===== src/rtl/uart_rx_frame.sv =====
// 8N1 serial receiver with a 2-flop input synchroniser, registered byte/strobe outputs and a PC-advance pulse.
// Optional even-parity (8E1) support is enabled by defining UART_RX_PARITY_EN.
//
// state   | meaning
// IDLE    | line idle, waiting for a low on rx_s
// START   | confirming the start bit at its mid-point
// DATA    | sampling DATA_W data bits, LSB first
// PARITY  | sampling the parity bit (UART_RX_PARITY_EN only)
// STOP    | sampling the stop bit; commit byte or flag an error
// CLEANUP | one cycle that produces rx_PC_E
module uart_rx_frame #(
  parameter int CLKS_PER_BIT = 87,
  parameter int DATA_W       = 8
) (
  input  logic              rx_clk,
  input  logic              rst_n,
  input  logic              rx_reset,
  input  logic              rx_serial,
  output logic [DATA_W-1:0] rx_data,
  output logic              rx_done,
  output logic              rx_PC_E,
  output logic              rx_busy,
`ifdef UART_RX_PARITY_EN
  output logic              parity_err,
`endif
  output logic              frame_err
);

  localparam int CNT_W = $clog2(CLKS_PER_BIT);
  localparam int IDX_W = (DATA_W > 1) ? $clog2(DATA_W) : 1;
  localparam logic [CNT_W-1:0] CNT_LAST = CNT_W'(CLKS_PER_BIT - 1);
  localparam logic [CNT_W-1:0] CNT_MID  = CNT_W'((CLKS_PER_BIT - 1) / 2);
  localparam logic [IDX_W-1:0] IDX_LAST = IDX_W'(DATA_W - 1);

  typedef enum logic [2:0] {
    IDLE    = 3'd0,
    START   = 3'd1,
    DATA    = 3'd2,
`ifdef UART_RX_PARITY_EN
    PARITY  = 3'd3,
`endif
    STOP    = 3'd4,
    CLEANUP = 3'd5
  } state_t;

  state_t             state_q, state_d;
  logic [CNT_W-1:0]   clk_cnt_q, clk_cnt_d;
  logic [IDX_W-1:0]   bit_idx_q, bit_idx_d;
  logic [DATA_W-1:0]  shift_q, shift_d;
  logic [DATA_W-1:0]  data_q, data_d;
  logic               done_q, done_d;
  logic               pce_q, pce_d;
  logic               ferr_q, ferr_d;
  logic               sync1_q, sync2_q;
  logic               rx_s;
`ifdef UART_RX_PARITY_EN
  logic               par_q, par_d;
  logic               perr_q, perr_d;
`endif

  assign rx_s = sync2_q;

  always_comb begin
    state_d   = state_q;
    clk_cnt_d = clk_cnt_q;
    bit_idx_d = bit_idx_q;
    shift_d   = shift_q;
    data_d    = data_q;
    done_d    = 1'b0;
    pce_d     = 1'b0;
    ferr_d    = 1'b0;
`ifdef UART_RX_PARITY_EN
    par_d     = par_q;
    perr_d    = 1'b0;
`endif
    if (rx_reset) begin
      state_d   = IDLE;
      clk_cnt_d = '0;
      bit_idx_d = '0;
    end else begin
      case (state_q)
        IDLE: begin
          clk_cnt_d = '0;
          bit_idx_d = '0;
          if (!rx_s) state_d = START;
        end
        START: begin
          if (clk_cnt_q == CNT_MID) begin
            clk_cnt_d = '0;
            bit_idx_d = '0;
            state_d   = rx_s ? IDLE : DATA;
          end else begin
            clk_cnt_d = clk_cnt_q + CNT_W'(1);
          end
        end
        DATA: begin
          if (clk_cnt_q == CNT_LAST) begin
            clk_cnt_d          = '0;
            shift_d[bit_idx_q] = rx_s;
            if (bit_idx_q == IDX_LAST) begin
              bit_idx_d = '0;
`ifdef UART_RX_PARITY_EN
              state_d   = PARITY;
`else
              state_d   = STOP;
`endif
            end else begin
              bit_idx_d = bit_idx_q + IDX_W'(1);
            end
          end else begin
            clk_cnt_d = clk_cnt_q + CNT_W'(1);
          end
        end
`ifdef UART_RX_PARITY_EN
        PARITY: begin
          if (clk_cnt_q == CNT_LAST) begin
            clk_cnt_d = '0;
            par_d     = rx_s;
            state_d   = STOP;
          end else begin
            clk_cnt_d = clk_cnt_q + CNT_W'(1);
          end
        end
`endif
        STOP: begin
          if (clk_cnt_q == CNT_LAST) begin
            clk_cnt_d = '0;
            state_d   = IDLE;
            if (!rx_s) begin
              ferr_d = 1'b1;
`ifdef UART_RX_PARITY_EN
            end else if (^{shift_q, par_q}) begin
              perr_d = 1'b1;
`endif
            end else begin
              data_d  = shift_q;
              done_d  = 1'b1;
              state_d = CLEANUP;
            end
          end else begin
            clk_cnt_d = clk_cnt_q + CNT_W'(1);
          end
        end
        CLEANUP: begin
          pce_d   = 1'b1;
          state_d = IDLE;
        end
        default: state_d = IDLE;
      endcase
    end
  end

  always_ff @(posedge rx_clk or negedge rst_n) begin
    if (!rst_n) begin
      state_q   <= IDLE;
      clk_cnt_q <= '0;
      bit_idx_q <= '0;
      shift_q   <= '0;
      data_q    <= '0;
      done_q    <= 1'b0;
      pce_q     <= 1'b0;
      ferr_q    <= 1'b0;
      sync1_q   <= 1'b1;
      sync2_q   <= 1'b1;
`ifdef UART_RX_PARITY_EN
      par_q     <= 1'b0;
      perr_q    <= 1'b0;
`endif
    end else begin
      state_q   <= state_d;
      clk_cnt_q <= clk_cnt_d;
      bit_idx_q <= bit_idx_d;
      shift_q   <= shift_d;
      data_q    <= data_d;
      done_q    <= done_d;
      pce_q     <= pce_d;
      ferr_q    <= ferr_d;
      sync1_q   <= rx_reset ? 1'b1 : rx_serial;
      sync2_q   <= rx_reset ? 1'b1 : sync1_q;
`ifdef UART_RX_PARITY_EN
      par_q     <= par_d;
      perr_q    <= perr_d;
`endif
    end
  end

  assign rx_data   = data_q;
  assign rx_done   = done_q;
  assign rx_PC_E   = pce_q;
  assign frame_err = ferr_q;
  assign rx_busy   = (state_q != IDLE);
`ifdef UART_RX_PARITY_EN
  assign parity_err = perr_q;
`endif

endmodule


===== config.mk =====
export PLATFORM = sky130hd
export DESIGN_NAME = uart_rx_frame
export DESIGN_NICKNAME = d
export VERILOG_FILES = /design/src/rtl/uart_rx_frame.sv
export SDC_FILE = /design/constraint.sdc
export NUM_CORES = 1
export LEC_CHECK = 0
export CAP_MARGIN = 10
export CORE_AREA = 4 4 62 64
export DETAILED_ROUTE_END_ITERATION = 8
export DIE_AREA = 0 0 66 68
export PLACE_DENSITY = 0.81
export SYNTH_ARGS = -nofsm -noshare
export SYNTH_HDL_FRONTEND = slang
export SYNTH_SLANG_ARGS = --single-unit
export TNS_END_PERCENT = 1

===== constraint.sdc =====
create_clock -name rx_clk -period 1.95 [get_ports rx_clk]
set_clock_uncertainty 0.05 [all_clocks]
set_input_delay 0.39 -clock rx_clk [delete_from_list [all_inputs] [get_ports rx_clk]]
set_output_delay 0.39 -clock rx_clk [all_outputs]
set_load 0.02 [all_outputs]

==> results.md <==
- Reg2Reg Setup Slack: a little under 0.08 ns
- Hold WC Path Type: in -> async
- Initial antenna violation count: 0
- Mapped Cells: about 160
- CP endpoint kind: primary output
- Final instance area: 2161 um2
- DR DRC count: 0
- Placed Area: ~2100 um2
- Post-synth EDFFs: 0
- Worst-path clk slew: about 0.11 ns
- DP HPWL: 2.743 mm
- Status: complete, no violations
- Layout overhead on the synthesized area: 21.19%
- GR Util All Layers: 18.54%
- Number of global-route vias before repair: 1,328
- Pleak: 0.9585 nW
- Share of cells above drive strength 1: 34.04%
- # nets final: 195
- Peak supply drop: 420.3 uV
- RSZ-0062 raised after global routing: yes
- Worst reg-to-reg path cell count: 4
- Library cells used by synthesis: 42
- Cell area after synthesis: 1783 um2
- Async SR Flop Fraction: 100.0%
- Height of the die: 68 um
- Core area: 3284 um2
- Drt pass-1 iters: 5
- Post-detailed-route count of antenna-violating nets: 0
- Synth Register Bits: 34
- First-pass GRT wire length: 6.210 mm
- Clock insertion delay at the later pin of the skew report: between 0.3 and 0.4 ns
- Total congestion overflow: 0
- Routed WL: 3.704 mm
- Largest net degree at the start of global routing: 35
- Avg Inst Size Synth: 11.50 um2
- Critical path class: reg -> out
- Cell Count, Final, Fillers Out: 234
- Hold_buf cts: 0
- Achievable Freq: roughly 530 MHz
- Top-Level Pins: 16
- Final Total Pwr: 1.224 mW
- Arrival time at the worst endpoint: approximately 1.4 ns
- Period utilisation layout: 96.04%
- Endpoints failing setup: 0
- TritonCTS clock tree: yes
- Num Clock Sinks: 34
- RD Place Congestion: approximately 0.85
- CTS root buf: clkbuf_4
- Max-cap viol count: 0
- DR vias/cell: ~5.7
- Fin util: 65.79%
- Reg-to-reg critical path startpoint: state_q[1]
- DRT iter0 DRCs: 63
- Commonest non-fill, non-tap cell in the layout: dfrtp_1
- Syn. warnings: 0
- Area of the die: about 4500 um2
- Vias: 1,323
- PwrDens: roughly 570 nW/um2
- Sequential fraction of the synthesis area: 47.86%
- Most frequent cells in the layout: dfrtp_1 (29), nand2_1 (20), buf_4 (17), mux2_2 (16), clkdlybuf4s50_1 (14)
- Minimum clock period: 1.873 ns
- FP Rows: 21
- Ant. Diodes: 0
- Avg WL per Cell: between 15 and 20 um
- Worst slack, placed: -0.2734 ns
- Initial core utilization: 54.29%
- CTS max path bufs: 2
- FILL cells: 249
- Startpoint Class: flip-flop
- Rel. slew slack: 72.08%
- Fin. Hold Viols: 0
- CP Max Fanout: 10
- Port bufs: 15
- Final Slew Violations: 0
- Worst Slack Setup Final: between 0.07 and 0.08 ns
- Measured slew at the worst slew-check pin: 0.4188 ns
- Synth Flop Type: dfrtp_1
- Worst EP required: 1.51 ns
- Syn Nets: 163
- Die Wd: 66 um
- Placed insts: 225
- CTS H-tree lvls: 2
- Worst reg2reg path endpoint: state_q[0]
- CTS Buf Count: 5
layout make-up:
| type | instances | area (um2) | share of cell area (%) |
|---|---|---|---|
| multi-input cells | 108 | 883.3 | 40.88 |
| flip-flops and latches | 34 | 857.1 | 39.66 |
| repair buffers | 32 | 276.5 | 12.80 |
| well taps | 46 | 57.56 | 2.664 |
| clock buffers | 6 | 51.30 | 2.374 |
| inverters | 6 | 22.52 | 1.042 |
| clock inverters | 2 | 12.51 | 0.5790 |
worst max path at each step:
stage / from / endpoint / slack, ns / cells after the start
after floorplan: clk_cnt_q[0] / shift_q[5] / 0.18 / 6
after global placement: rx_reset / shift_q[3] / -0.19 / 5
after detailed placement: rx_reset / state_q[0] / -0.27 / 5
after CTS: clk_cnt_q[1] / state_q[0] / 0.04 / 5
after global routing: clk_cnt_q[0] / shift_q[5] / -0.03 / 6
final: state_q[1] / rx_busy / 0.08 / 3
cells in the mapped netlist, types with 3 or more instances:
master / number / area share (%)
a211oi_1: 5 / 2.1
and2_1: 3 / 1.1
clkbuf_1: 3 / 0.63
dfrtp_1: 32 / 45
ha_1: 4 / 2.8
inv_1: 6 / 1.3
mux2_2: 16 / 10
nand2_1: 20 / 4.2
nand3_1: 3 / 0.84
nand3b_1: 3 / 1.3
nor2_1: 6 / 1.3
nor3_1: 5 / 1.4
nor4b_4: 3 / 4.0
o21ai_0: 3 / 0.84
o22ai_1: 4 / 1.4
or2_2: 3 / 1.1
xnor2_1: 4 / 2.0
cell families (layout without fill, tap and decap cells):
logic type      count (synthesis)  after routing  synth area share, %
compound gates                 19             19                9.474
fa+ha+maj                       6              6                3.930
mux                            18             18                11.23
buf+inv                        13             46                3.789
flops                          34             34                47.86
xor+xnor                        4              4                1.965
simple gates                   61             61                21.75
flip-flops by register name (all words and copies together), names as in the netlist:
name and flops:
rx_data 8, shift_q 8, clk_cnt_q 7, bit_idx_q 3, state_q 3, frame_err 1, rx_PC_E 1, rx_done 1
rx_s 1, sync1_q 1
worst max-delay path, cell delays in order, from the launching register on:
cell	delay, ns
dfrtp_2	0.52
nor2_2	0.18
nand2_1	0.07
dlygate4sd2_1	0.31
what timing repair did:
action                     4_1_cts  5_1_grt
setup endpoints to repair        1       14
buffers inserted                 0        1
pin swaps                        0        1
resized for setup                4        5
per-layer routing:
metal  GRT usage (%)  routed length, um  vias up
li1                -                  -      624
met2           31.29               1832       38
met4           6.599                 65        0
met5               0                  0        -
met1           22.87               1606      654
met3           5.255                199        7
per-stage QoR:
step	hold slack [ns]	setup TNS [ns]
detailed placement	0.4433	-4.585
floorplan	0.04441	0
CTS	0.3998	0
global placement	0.4366	-3.063
finish	0.3855	0
global route	0.4152	-0.05243
power breakdown:
group	internal (mW)	leakage [nW]	switching, mW
Clock	0.173	0.0343	0.253
Sequential	0.711	0.463	0.00727
Combinational	0.0340	0.461	0.0456
(Power assumes the default switching activity.)
